## src/rtl/lfsr_step.sv

```systemverilog
// One Fibonacci LFSR shift: feedback is the XOR of the tapped state bits,
// shifted in at bit 0.
module lfsr_step #(
  parameter int               WIDTH = 8,
  parameter logic [WIDTH-1:0] TAPS  = 8'hB8
) (
  input  logic [WIDTH-1:0] s,
  output logic [WIDTH-1:0] s_next
);

  logic fb;

  assign fb     = ^(s & TAPS);
  assign s_next = {s[WIDTH-2:0], fb};

endmodule

```

## src/rtl/lfsr_gen.sv

```systemverilog
// Parametrised Fibonacci LFSR generator with multi-step advance, zero-seed
// rejection and measurement of the sequence period in enabled cycles.
module lfsr_gen #(
  parameter int               WIDTH    = 8,
  parameter logic [WIDTH-1:0] TAPS     = 8'hB8,
  parameter logic [WIDTH-1:0] SEED     = 8'h01,
  parameter int               STEPS    = 1,
  parameter int               PERIOD_W = 16
) (
  input  logic                clk,
  input  logic                rst,
  input  logic                en,
  input  logic                load,
  input  logic [WIDTH-1:0]    din,
  output logic [WIDTH-1:0]    q,
  output logic [STEPS-1:0]    out_bits,
  output logic                wrap,
  output logic [PERIOD_W-1:0] period,
  output logic                period_valid,
  output logic                load_err
);

  localparam logic [PERIOD_W-1:0] CNT_ONE = PERIOD_W'(1);
  localparam logic [PERIOD_W-1:0] CNT_MAX = '1;

  logic [WIDTH-1:0]    seed_reg;
  logic [PERIOD_W-1:0] cnt;
  logic [PERIOD_W-1:0] cnt_inc;
  logic [WIDTH-1:0]    stage [0:STEPS];
  logic [WIDTH-1:0]    q_adv;

  // STEPS single shifts chained combinationally so one enabled cycle advances
  // the state STEPS times; the later shifts push earlier feedback bits upward.
  assign stage[0] = q;

  for (genvar i = 0; i < STEPS; i++) begin : g_step
    lfsr_step #(
      .WIDTH (WIDTH),
      .TAPS  (TAPS)
    ) u_step (
      .s      (stage[i]),
      .s_next (stage[i+1])
    );
  end

  assign q_adv   = stage[STEPS];
  assign cnt_inc = (cnt == CNT_MAX) ? cnt : cnt + CNT_ONE;

  always_ff @(posedge clk or posedge rst) begin
    if (rst) begin
      q            <= SEED;
      seed_reg     <= SEED;
      cnt          <= '0;
      period       <= '0;
      out_bits     <= '0;
      wrap         <= 1'b0;
      period_valid <= 1'b0;
      load_err     <= 1'b0;
    end else begin
      wrap     <= 1'b0;
      load_err <= 1'b0;
      if (load) begin
        // A zero seed would lock the register up, so it is refused outright.
        if (din != '0) begin
          q            <= din;
          seed_reg     <= din;
          cnt          <= '0;
          period_valid <= 1'b0;
          out_bits     <= '0;
        end else begin
          load_err <= 1'b1;
        end
      end else if (en) begin
        q        <= q_adv;
        out_bits <= q_adv[STEPS-1:0];
        if (q_adv == seed_reg) begin
          wrap         <= 1'b1;
          period       <= cnt_inc;
          period_valid <= 1'b1;
          cnt          <= '0;
        end else begin
          cnt <= cnt_inc;
        end
      end
    end
  end

endmodule

```

## config.mk

```make
export PLATFORM = sky130hd
export DESIGN_NAME = lfsr_gen
export DESIGN_NICKNAME = d
export VERILOG_FILES = /design/src/rtl/lfsr_step.sv /design/src/rtl/lfsr_gen.sv
export SDC_FILE = /design/constraint.sdc
export NUM_CORES = 1
export LEC_CHECK = 0
export ABC_AREA = 1
export BUFFER_PORTS_ARGS = -buffer_cell sky130_fd_sc_hd__buf_4
export CAP_MARGIN = 20
export CORE_MARGIN = 4
export CORE_UTILIZATION = 60
export CTS_CLUSTER_DIAMETER = 60
export DETAILED_ROUTE_END_ITERATION = 16
export PLACE_DENSITY = 0.83
export SLEW_MARGIN = 20
export SYNTH_ARGS = -nofsm -noshare
export SYNTH_HDL_FRONTEND = slang
export SYNTH_SLANG_ARGS = --single-unit
```

## constraint.sdc

```tcl
create_clock -name clk -period 2.7 [get_ports clk]
set_input_delay 0.27 -clock clk [delete_from_list [all_inputs] [get_ports clk]]
set_output_delay 0.27 -clock clk [all_outputs]
set_load 0.005 [all_outputs]
```

# ---- Word level (Yosys, flattened, before mapping)
# Index checks and enable logic that the tools add are counted.
# Widths: inputs -> output; s select.
dict set report classes {
  n_eq_ne 3
  muxes 19
  add_sub_neg 1
  bitwise 1
  n_reduce_logical 8
}
# op n
set op_table {}
lappend op_table {{$mux 16} 5}
lappend op_table {{$mux 8} 3}
lappend op_table {{$add 16x1->16 const B} 1}
lappend op_table {{$eq 16x16->1 const B} 1}
lappend op_table {{$mux 1} 11}
lappend op_table {{$eq 8x8->1} 1}
lappend op_table {{$reduce_bool 8->1} 1}
lappend op_table {{$reduce_xor 8->1} 1}
lappend op_table {{$reduce_and 3->1} 2}
lappend op_table {{$reduce_and 2->1} 2}
lappend op_table {{$reduce_bool 2->1} 2}
lappend op_table {{$ne 2x1->1 const B} 1}
lappend op_table {{$not 1->1} 1}
dict set report word_totals {
  elab_cells 40
  register_bits 52
  input_bits 12
  output_inout_bits 28
}

# ---- Depth between registers and ports, before layout
# Gate-level depths: netlist of the first run.
dict set report depth {
  ltp_word 5
  mapped_depth 11
  depth_no_buf 11
}

# ---- Hierarchy
# From an unflattened synthesis of the first run, not the netlist that was laid out.
dict set report unflattened {
  cells_unflattened 416
  hier_area_um2 2990.4
}
# mod seq_area_each_um2 instances area_each_um2 cells_each
set by_module_without_submodules {}
lappend by_module_without_submodules {lfsr_gen 1303.8 1 2866.5 393}
lappend by_module_without_submodules {lfsr_step 0.0 1 123.9 23}

# ---- Worst setup path before layout of the first run
# No wires, ideal clock.
dict set report synth_timing {
  path_kind {register -> register}
  start {register q[0]}
  end {register period[10]}
  path_buffers 1
  required_ps 2582
  arrival_ps 1446
  slack_ps 1136
  path_stages_with_launch 11
  synth_period_minus_slack_ps 1564
  setup_time_ps 118
  cell_sequence {dfstp_2 inv_1 nand2_1 nand2_1 nor2_1 nand3_1 nor2_4 nand3_4 buf_6 nand2_1 nand2_1}
}
dict set report synth_via {
  elab_chain_cells 2
}
# item line
set synth_lines {}
lappend synth_lines {{from (decl)} lfsr_gen.sv:15} ;# output logic [WIDTH-1:0] q,
lappend synth_lines {{from (signal assigned)} lfsr_gen.sv:65} ;# q <= din;
lappend synth_lines {{from (signal assigned)} lfsr_gen.sv:74} ;# q <= q_adv;
lappend synth_lines {{$eq 8x8->1} lfsr_gen.sv:76} ;# if (q_adv == seed_reg) begin
lappend synth_lines {{$reduce_and 3->1 (no line)} --}
lappend synth_lines {{to (signal assigned)} lfsr_gen.sv:78} ;# period <= cnt_inc;
lappend synth_lines {{to (decl)} lfsr_gen.sv:18} ;# output logic [PERIOD_W-1:0] period,
# No other way between the ends.
# A chain may end at the register's enable or synchronous reset.

# ---- Worst setup path in the final report of the first run
dict set report layout_timing {
  start {register cnt[0]}
  end {register period[6]}
}
dict set report layout_via {
  elab_chain_cells 2
  word_cells_on_any_way 3
  cone_classes {1 x add/sub; 1 x eq/ne; 1 x mux}
}
# item line
set layout_lines {}
lappend layout_lines {{from (decl)} lfsr_gen.sv:27} ;# logic [PERIOD_W-1:0] cnt;
lappend layout_lines {{from (signal assigned)} lfsr_gen.sv:82} ;# cnt <= cnt_inc;
lappend layout_lines {{$add 16x1->16 / $eq 16x16->1 (equally long branches)} lfsr_gen.sv:47} ;# assign cnt_inc = (cnt == CNT_MAX) ? cnt : cnt + CNT_ONE;
lappend layout_lines {{$mux 16 (*)} lfsr_gen.sv:47}
# Every way passes the cells marked *; elsewhere a longest branch is shown, timed or not.

==> out/metrics.cfg, run 1 <==
[grt]
antenna_found_initial = 0
grt-ovfl-total = 0
grt_pass1_vias = 2368
grtUsageTotal_pct = 22.99
grt_max_degree = 30
grt_pass1_wl_mm = 11.08

[worst_setup_path]
worstPathCellList = ha_1 > nand3_1 > inv_2 > nand2_1 > inv_2 > nand2_4 > nand3_1 > nand3_1 > nand2_1
critical_path_required_ns = 2.90
start_kind = register
crit_path_frequent_cell = nand3_1
path_class = register to register
max_stage_delay_ns = 0.46
crit_arrival_ns = 1.97
critPathCaptureType = register
critPathMaxFanout = 17
cp_slowest_cell = dfrtp_1
crit_buf_inv = 2
path_delay_family = simple AND/OR/NAND/NOR gates
reg2reg_slack_ns = 0.93

[cells_and_area]
fin_nets = 441
antennaDiodeCount = 0
drive_gt1_share_pct = 17.48
syn_to_final_growth_pct = 13.86
n_fill_cell = 374
stdcell_count = 481
reg.largest.list = cnt (16), period (16)

[sta]
fmax_ghz = 0.5646
tns_ns = 0
setup_violations = 0
fin_skew_ns = 0.008802
rsz0062_at_grt = no
finalHoldViolations = 0
finalCritPeriodShare_pct = 65.60
slew_violations = 0
finalCriticalPeriod_ns = 1.771
slew_headroom_pct = 42.02
worstMarginPinSlew_ns = 0.8695

[drt]
wl_per_cell_um = 13.41
initialDrtViolationCount = 209
vias = 2594
drcViolationCount = 0
ant_nets = 0
viasPerCell = 5.393
routed_wl_mm = 6.451
drtPass1Iterations = 4

[run_status]
status = completed

[floorplan]
die_w_um = 77.29
initial_core_util_pct = 63.94
rows = 24
dieArea_um2 = 5973
dieHeight_um = 77.29
io_pins = 40
core_um2 = 4504

[synth]
ys.flop_type = dfrtp_1
syn-cell-area_um2 = 2880
yosys_register_bits = 52
yosysUniqueCellTypes = 32
ys_async_sr_fraction_pct = 100.0
yosys_warnings = 0
avgSynthCellArea_um2 = 7.366
seq_area_frac_synth_pct = 45.26
synth_cells = 391
syn_nets = 404
synth-edff-count = 0

[clock_tree]
cts_max_level = 2
cts_resized = 0
cts_buffers = 5
cts.path.max_buffers = 2
tritoncts = done
clkLatencyLatePin_ns = 0.31
postCtsSetupBuffers = 0
cts_root_buffer = clkbuf_8
cts_hold_buf = 0
path_clk_slew_ns = 0.09
cts.sinks = 52

[place]
io_buffers = 39
place.gp.congestion = 0.9567
dp_cells = 473
hpwl_mm = 4.713

[power_and_ir_drop]
p_leak_nw = 1.821
power_mw = 1.645
peakVddDrop_uv = 393.2
powerDensity_nw_per_um2 = 501.7

[worst_hold_path]
hp-class = input pin to async pin

[job]
maxCapViolations = 0

-- Yosys cell counts, types with 4 or more instances --
| cell type | count | area (um2) |
|---|---|---|
| dfrtp_1 | 50 | 1251 |
| nand4_1 | 10 | 62.56 |
| nand3_1 | 55 | 275.3 |
| o21ai_1 | 7 | 35.03 |
| nor2_1 | 20 | 75.07 |
| nand2_2 | 4 | 25.02 |
| clkbuf_1 | 4 | 15.01 |
| nand2_1 | 157 | 589.3 |
| o21ai_0 | 9 | 45.04 |
| inv_2 | 7 | 26.28 |
| xnor2_1 | 6 | 52.55 |
| inv_1 | 31 | 116.4 |
| buf_6 | 4 | 45.04 |
-- layout make-up --
type	instances	area [um2]	share of cell area [%]
inverter	40	152.6	4.655
tap	52	65.06	1.984
sequential	52	1304	39.76
timing repair buffer	42	315.3	9.615
multi-input combinational	287	1336	40.75
clock buffer	7	76.32	2.327
clock inverter	1	30.03	0.9157
-- power by group --
group          switching (mW)  leakage [nW]  internal [mW]
Sequential             0.0353         0.693          0.817
Clock                   0.249        0.0524          0.278
Combinational           0.160          1.08          0.106
-- worst register-to-register path, stage by stage (launching register included) --
cell	delay, ns
dfrtp_1	0.46
ha_1	0.30
nand3_1	0.16
inv_2	0.06
nand2_1	0.11
inv_2	0.06
nand2_4	0.17
nand3_1	0.16
nand3_1	0.14
nand2_1	0.06
-- stage by stage --
stage	cell area (um2)	hold slack, ns	utilization (%)	setup WS, ns
2_1_floorplan	2880	0.3956	-	1.136
3_3_place_gp	3173	0.3504	70.44	1.003
3_5_place_dp	3173	0.3576	70.44	0.9709
4_1_cts	3279	0.02319	72.81	0.9577
5_1_grt	3279	0.04242	72.81	0.8001
6_report	3279	0.002181	72.81	0.9287
-- logic make-up after synthesis --
group,synth area share [%]
compound gates,3.692
xor+xnor,2.433
buf+inv,8.340
fa+ha+maj,0.4343
simple gates,39.83
flops,45.26
-- worst paths after layout --
kind                            from     endpoint  cells after the start
max in group asynchronous        rst   period[12]                      3
setup reg to reg              cnt[0]    period[6]                      9
min in group clk              din[5]  seed_reg[5]                      3
hold / removal                   rst         q[2]                      2
setup / recovery              cnt[0]    period[6]                      9
hold reg to reg            period[1]    period[1]                      2
-- placed cells by master (no fill, tap or decap), drive strengths merged, types with 2 or more instances in the layout --
cell type and count:
dfrtp 50, or2 2, nand3 57, clkbuf 7
buf 42, dfstp 2, xor2 2, inv 39
nand4 10, nor2 24, o21ai 17, nand2 164
xnor2 6
-- layer usage --
| layer | GRT usage (%) | vias up | wire, um |
|---|---|---|---|
| met5 | 0 | - | 0 |
| li1 | - | 1306 | - |
| met1 | 32.95 | 1182 | 3088 |
| met4 | 7.651 | 0 | 71 |
| met2 | 35.23 | 101 | 2779 |
| met3 | 4.098 | 5 | 512 |
Note: power is estimated with default switching activity, not from simulation.
==> run 2: changes to the inputs <==
--- a/config.mk
+++ b/config.mk
@@ -9,10 +9,10 @@
 export BUFFER_PORTS_ARGS = -buffer_cell sky130_fd_sc_hd__buf_4
 export CAP_MARGIN = 20
 export CORE_MARGIN = 4
-export CORE_UTILIZATION = 60
+export CORE_UTILIZATION = 57
 export CTS_CLUSTER_DIAMETER = 60
 export DETAILED_ROUTE_END_ITERATION = 16
-export PLACE_DENSITY = 0.83
+export PLACE_DENSITY = 0.79
 export SLEW_MARGIN = 20
 export SYNTH_ARGS = -nofsm -noshare
 export SYNTH_HDL_FRONTEND = slang
==> constraint.sdc (replaced) <==
create_clock -name clk -period 1.8 [get_ports clk]
set_input_delay 0.18 -clock clk [delete_from_list [all_inputs] [get_ports clk]]
set_output_delay 0.18 -clock clk [all_outputs]
set_load 0.005 [all_outputs]
==> run 2 against run 1 <==
  * Wire length up 0.12%
  * Clock power grew 52%
  * First-iteration DRC count shrank 8.6%
  * Final area up 2.4%
  * Critical path type unchanged
  * Critical endpoint is now period[5]
==> out/metrics.cfg, run 2 (same netlist as run 1, synthesis figures left out) <==
[run_status]
status = completed

[grt]
grt-ovfl-total = 0  ; unchanged
grt_pass1_wl_mm = 11.34  ; +2.3%
grt_max_degree = 30  ; unchanged
met3_usage_pct = 4.195  ; +0.097 points
grtUsageTotal_pct = 22.95  ; -0.046 points
antenna_found_initial = 0  ; unchanged
gr-max-usage-layer = met2
grtUsageMet1_pct = 31.93  ; -1.0 points
grt_pass1_vias = 2470  ; +4.3%
use_met2_pct = 35.94  ; +0.71 points

[sta]
finalCriticalPeriod_ns = 1.658  ; -0.1137 ns
slew_headroom_pct = 72.70  ; +31 points
fin_skew_ns = 0.007924  ; -0.0008775 ns
setup_violations = 0  ; unchanged
slew_violations = 0  ; unchanged
finalCritPeriodShare_pct = 92.09  ; +26 points
fmax_ghz = 0.6033  ; +6.9%
worstMarginPinSlew_ns = 0.4091  ; -0.4604 ns
holdWs_ns = 0.09205  ; +0.08987 ns
finalHoldViolations = 0  ; unchanged
rsz0062_at_grt = yes
finalWorstSetupSlack_ns = 0.1424  ; -0.7863 ns

[clock_tree]
cts_root_buffer = clkbuf_8
cts.path.max_buffers = 2  ; unchanged
cts_buffers = 5  ; unchanged
path_clk_slew_ns = 0.09  ; about the same
cts_max_level = 2  ; unchanged
tritoncts = done
postCtsSetupBuffers = 0  ; unchanged
cts.sinks = 52  ; unchanged
clkLatencyLatePin_ns = 0.31  ; about the same

[drt]
drtPass1Iterations = 5  ; +1
initialDrtViolationCount = 191  ; -8.6%
vias = 2588  ; -0.23%
wl_per_cell_um = 12.94  ; -3.5%
drcViolationCount = 0  ; unchanged
viasPerCell = 5.186  ; -3.8%
routed_wl_mm = 6.459  ; +0.12%
ant_nets = 0  ; unchanged

[place]
io_buffers = 39  ; unchanged
post-place-ws_ns = 0.07475  ; -0.8962 ns
place.gp.congestion = 0.9076  ; -5.1%
hpwl_mm = 4.703  ; -0.23%

[worst_setup_path]
start_kind = register
critical_path_required_ns = 2.00  ; -0.90 ns
path_class = register to register
crit_arrival_ns = 1.86  ; -0.11 ns
critPathMaxFanout = 18  ; +1
critPathCaptureType = register

[power_and_ir_drop]
peakVddDrop_uv = 579.8  ; +47%
p_leak_nw = 1.821  ; about the same
powerDensity_nw_per_um2 = 744.0  ; +48%

[floorplan]
initial_core_util_pct = 59.79  ; -4.2 points
rows = 25  ; +4.2%
core_um2 = 4817  ; +6.9%
die_w_um = 79.09  ; +2.3%
io_pins = 40  ; unchanged
dieArea_um2 = 6254  ; +4.7%
dieHeight_um = 79.09  ; +2.3%

[job]
maxCapViolations = 0  ; unchanged

[cells_and_area]
syn_to_final_growth_pct = 16.64
final_common_cell = nand2_1
reg.largest.list = cnt (16), period (16)
antennaDiodeCount = 0  ; unchanged
fin_nets = 444  ; +0.68%
final_cell_mix = nand2_1 (157), nand3_1 (55), dfrtp_1 (49)
drive_gt1_share_pct = 18.52  ; +1.0 points

[worst_hold_path]
hp-class = input pin to register

==> run 2: cell count changes in the layout (fill, tap and decap cells not counted), sizes merged <==
cell / before / now
clkbuf: 7 / 6
buf: 42 / 44
clkinv: 1 / 2
dlygate4sd3: 0 / 1
==> run 2: metal layers <==
metal,part of all wire [%],vias up
li1,-,1316
met1,49,1182
met2,44,82
met3,5.7,8
met4,1.6,0
met5,0,-
==> run 2: cell type report <==
| type | instances | area [um2] |
|---|---|---|
| flip-flops and latches | 52 | 1305 |
| well taps | 67 | 83.83 |
| multi-input cells | 287 | 1358 |
| inverters | 40 | 152.6 |
| clock inverters | 2 | 35.03 |
| repair buffers | 45 | 352.8 |
| clock buffers | 6 | 72.57 |
| fillers | 412 | 1458 |
==> run 2: worst max-delay path, stage by stage, from the launching register on <==
cell and delay (ns):
dfstp_2 0.56, inv_1 0.07, nand2_1 0.08, nand2_1 0.05
nor2_1 0.09, nand3_1 0.11, nor2_4 0.20, nand3_4 0.21
nand2_1 0.13, nand2_1 0.05
==> run 2: power breakdown <==
| part | switching (mW) | total, mW | internal, mW |
|---|---|---|---|
| clock | 0.388 | 0.801 | 0.413 |
| sequential | 0.0546 | 1.28 | 1.23 |
| combinational | 0.248 | 0.417 | 0.169 |
==> run 2: stage by stage <==
step	instances	util, %	setup TNS, ns	total power, mW	instance area [um2]
final	499	69.74	0	2.499	3359
after global routing	499	69.74	-0.06696	2.637	3359
after CTS	499	69.27	0	2.508	3337
after detailed placement	490	66.83	0	1.713	3219
after global placement	490	66.83	0	1.702	3219
after floorplan	391	-	0	1.569	2880
==> run 2: path summary, 6_finish.rpt <==
check | from | end | slack, ns | depth (start not counted)
max | q[0] | period[5] | 0.14 | 9
min | din[2] | seed_reg[2] | 0.09 | 3
max reg2reg | q[0] | period[5] | 0.14 | 9
min reg2reg | period[15] | period[15] | 0.49 | 2
max in group asynchronous | rst | cnt[1] | 0.76 | 4
min in group asynchronous | rst | q[1] | 0.38 | 3
==> run 2: timing repair <==
action	CTS	global route
endpoints found under the hold margin	12	0
endpoints found under the setup margin	0	31
gates resized for setup	0	4
hold buffers	1	0
==> run 3: changes to the inputs <==
--- a/config.mk
+++ b/config.mk
@@ -9,11 +9,14 @@
 export BUFFER_PORTS_ARGS = -buffer_cell sky130_fd_sc_hd__buf_4
 export CAP_MARGIN = 20
 export CORE_MARGIN = 4
-export CORE_UTILIZATION = 57
+export CORE_UTILIZATION = 58
 export CTS_CLUSTER_DIAMETER = 60
+export CTS_CLUSTER_SIZE = 14
 export DETAILED_ROUTE_END_ITERATION = 16
-export PLACE_DENSITY = 0.79
+export GPL_ROUTABILITY_DRIVEN = 0
+export PLACE_DENSITY = 0.8
 export SLEW_MARGIN = 20
 export SYNTH_ARGS = -nofsm -noshare
 export SYNTH_HDL_FRONTEND = slang
+export SYNTH_HIERARCHICAL = 1
 export SYNTH_SLANG_ARGS = --single-unit
==> run 3 against run 2 <==
  * Wire length decreased by 3.1%
  * Largest cell class unchanged
  * Sequential share of layout area fell by 0.98 points
  * Hold slack improved by 0.011 ns
  * Utilization rose by 1.3 points
  * Clock skew decreased by 0.0017 ns
  * Global-route usage is 0.87 points lower
  * Sequential cell count unchanged
  * Clock power decreased by 13%
  * Non-clock buffer count is 4 higher
  * Largest power group unchanged
  * Total power decreased by 3.2%
  * Area after synthesis up 3.8%
==> out/metrics.cfg, run 3 <==
[run_status]
status = completed

[floorplan]
dieHeight_um = 79.81  ; +0.91%
rows = 25  ; unchanged
dieArea_um2 = 6369  ; +1.8%
core_um2 = 4848  ; +0.65%
die_w_um = 79.81  ; +0.91%
initial_core_util_pct = 61.68  ; +1.9 points
io_pins = 40  ; unchanged

[worst_setup_path]
crit_arrival_ns = 1.99  ; +0.13 ns
path_delay_family = simple AND/OR/NAND/NOR gates
critPathCaptureType = register
max_stage_delay_ns = 0.44  ; -0.12 ns
cp_slowest_cell = dfrtp_1
crit_buf_inv = 2  ; +1
crit_path_frequent_cell = nand2_1
critical_path_required_ns = 2.04  ; +0.04 ns
critPathMaxFanout = 16  ; -2
path_class = register to register
start_kind = register
worstPathCellList = inv_1 > nand2_1 > nand2_1 > nand2_1 > nand2_2 > inv_1 > nand2_1 > nand2_1 > nor2_2 > nand2_2 > nor2_8 > nor2_4 > nand2_1 > nand2_1
reg2reg_slack_ns = 0.05  ; -0.09 ns

[drt]
viasPerCell = 4.983  ; -3.9%
drcViolationCount = 0  ; unchanged
routed_wl_mm = 6.256  ; -3.1%
wl_per_cell_um = 11.94  ; -7.8%
vias = 2611  ; +0.89%
initialDrtViolationCount = 133  ; -30%
ant_nets = 0  ; unchanged
drtPass1Iterations = 4  ; -1

[sta]
rsz0062_at_grt = yes
finalCritPeriodShare_pct = 97.00  ; +4.9 points
worstMarginPinSlew_ns = 0.4671  ; +0.05800 ns
finalWorstSetupSlack_ns = 0.05391  ; -0.08849 ns
fin_skew_ns = 0.006225  ; -0.001699 ns
setup_violations = 0  ; unchanged
slew_headroom_pct = 68.81  ; -3.9 points
finalHoldViolations = 0  ; unchanged
slew_violations = 0  ; unchanged
fmax_ghz = 0.5727  ; -5.1%
finalCriticalPeriod_ns = 1.746  ; +0.08849 ns

[synth]
synth.largest_area_cell = dfrtp_1
synth_cells = 416  ; +6.4%
ys.flop_type = dfrtp_1
avgSynthCellArea_um2 = 7.188  ; -2.4%
syn-cell-area_um2 = 2990  ; +3.8%
synthTopCellsByArea = dfrtp_1 (42%), nand2_1 (25%), inv_1 (5.8%), o21ai_0 (2.7%), nor2_1 (2.6%)
yosysUniqueCellTypes = 28  ; -13%
synthTopCellsByCount = nand2_1 (198), dfrtp_1 (50), inv_1 (46)
ys_async_sr_fraction_pct = 100.0  ; unchanged
synth_top_area_share_pct = 41.84  ; -1.6 points
seq_area_frac_synth_pct = 43.60  ; -1.7 points
synth-edff-count = 0  ; unchanged
yosys_warnings = 6  ; +6
synth.most_common_cell = nand2_1
syn_nets = 429  ; +6.2%
yosys_register_bits = 52  ; unchanged

[grt]
grt_pass1_wl_mm = 11.16  ; -1.5%
grt_pass1_vias = 2599  ; +5.2%
grt_max_degree = 26  ; -13%
grtUsageTotal_pct = 22.08  ; -0.87 points
grt-ovfl-total = 0  ; unchanged
antenna_found_initial = 0  ; unchanged

[cells_and_area]
seqCellArea_um2 = 1304  ; about the same
fin_nets = 469  ; +5.6%
syn_to_final_growth_pct = 15.15
stdcell_count = 524  ; +5.0%
n_fill_cell = 398  ; -3.4%
final_common_cell = nand2_1
antennaDiodeCount = 0  ; unchanged
drive_gt1_share_pct = 20.79  ; +2.3 points
final_cell_mix = nand2_1 (195), dfrtp_1 (50), buf_4 (46)
multiInputGateArea_um2 = 1378  ; +1.5%
reg.largest.list = cnt (16), period (16)

[clock_tree]
cts.path.max_buffers = 2  ; unchanged
clkLatencyLatePin_ns = 0.31  ; about the same
cts.sinks = 52  ; unchanged
cts_buffers = 5  ; unchanged
cts_max_level = 2  ; unchanged
tritoncts = done
cts_root_buffer = clkbuf_8
path_clk_slew_ns = 0.09  ; about the same

[job]
maxCapViolations = 0  ; unchanged

[place]
dp_cells = 513  ; +4.7%
io_buffers = 39  ; unchanged
post-place-ws_ns = 0.02499  ; -0.04976 ns
hpwl_mm = 4.626  ; -1.6%

[power_and_ir_drop]
powerDensity_nw_per_um2 = 702.6  ; -5.6%
peakVddDrop_uv = 457.7  ; -21%
p_leak_nw = 1.996  ; +9.6%
power_mw = 2.419  ; -3.2%

[worst_hold_path]
hp-class = input pin to register

[run 3: cell type report]
| type | count | area share, % |
|---|---|---|
| multi-input combinational | 298 | 40.01 |
| sequential | 52 | 37.86 |
| clock inverter | 1 | 0.2180 |
| timing repair buffer | 49 | 11.48 |
| tap | 67 | 2.435 |
| inverter | 50 | 5.487 |
| clock buffer | 7 | 2.507 |
[run 3: cells by family after synthesis]
group	synth area share, %
simple gates	40.08
buf+inv	10.88
flops	43.60
compound gates	3.263
xor+xnor	1.757
fa+ha+maj	0.4183
[run 3: power breakdown]
| group | switching (mW) | internal, mW |
|---|---|---|
| clock network | 0.384 | 0.313 |
| registers | 0.0516 | 1.23 |
| logic | 0.256 | 0.182 |
[run 3: layer usage]
layer	up-vias	wire (um)	global-route usage (%)
met4	0	110	6.588
met3	12	228	4.063
li1	1325	-	-
met2	49	3281	41.82
met5	-	0	0
met1	1225	2636	24.93
[run 3: worst reg2reg max path, cell delays in order (launching register included)]
cell and delay, ns:
dfrtp_1 0.44, inv_1 0.06, nand2_1 0.05, nand2_1 0.06, nand2_1 0.08, nand2_2 0.08, inv_1 0.05, nand2_1 0.04
nand2_1 0.07, nor2_2 0.04, nand2_2 0.12, nor2_8 0.07, nor2_4 0.34, nand2_1 0.11, nand2_1 0.08
[run 3: repair_timing]
action                                  CTS  global route
pin swaps                                 0             4
resized for setup                         0             5
hold buffers                              1             0
hold endpoints to repair                 15             0
endpoints found under the setup margin    2            33
cloned                                    0             0
buffers inserted                          1             1
[run 3: worst paths after layout]
check | end | cells past startpoint | start
worst max-delay path | cnt[6] | 14 | q[7]
worst min-delay path | seed_reg[4] | 3 | din[4]
worst max register to register | cnt[6] | 14 | q[7]
worst min register to register | out_bits | 2 | out_bits
max in group asynchronous | seed_reg[0] | 4 | rst
min in group asynchronous | load_err | 3 | rst
[run 3: through the flow]
| stage | util [%] | TNS [ns] | instance area, um2 | hold WS, ns |
|---|---|---|---|---|
| 2_1_floorplan | - | 0 | 2990 | 0.3098 |
| 3_3_place_gp | 68.23 | 0 | 3308 | 0.1935 |
| 3_5_place_dp | 68.23 | 0 | 3308 | 0.1946 |
| 4_1_cts | 70.53 | 0 | 3420 | 0.1001 |
| 5_1_grt | 71.02 | -3.024 | 3443 | 0.1104 |
| 6_report | 71.02 | 0 | 3443 | 0.1030 |
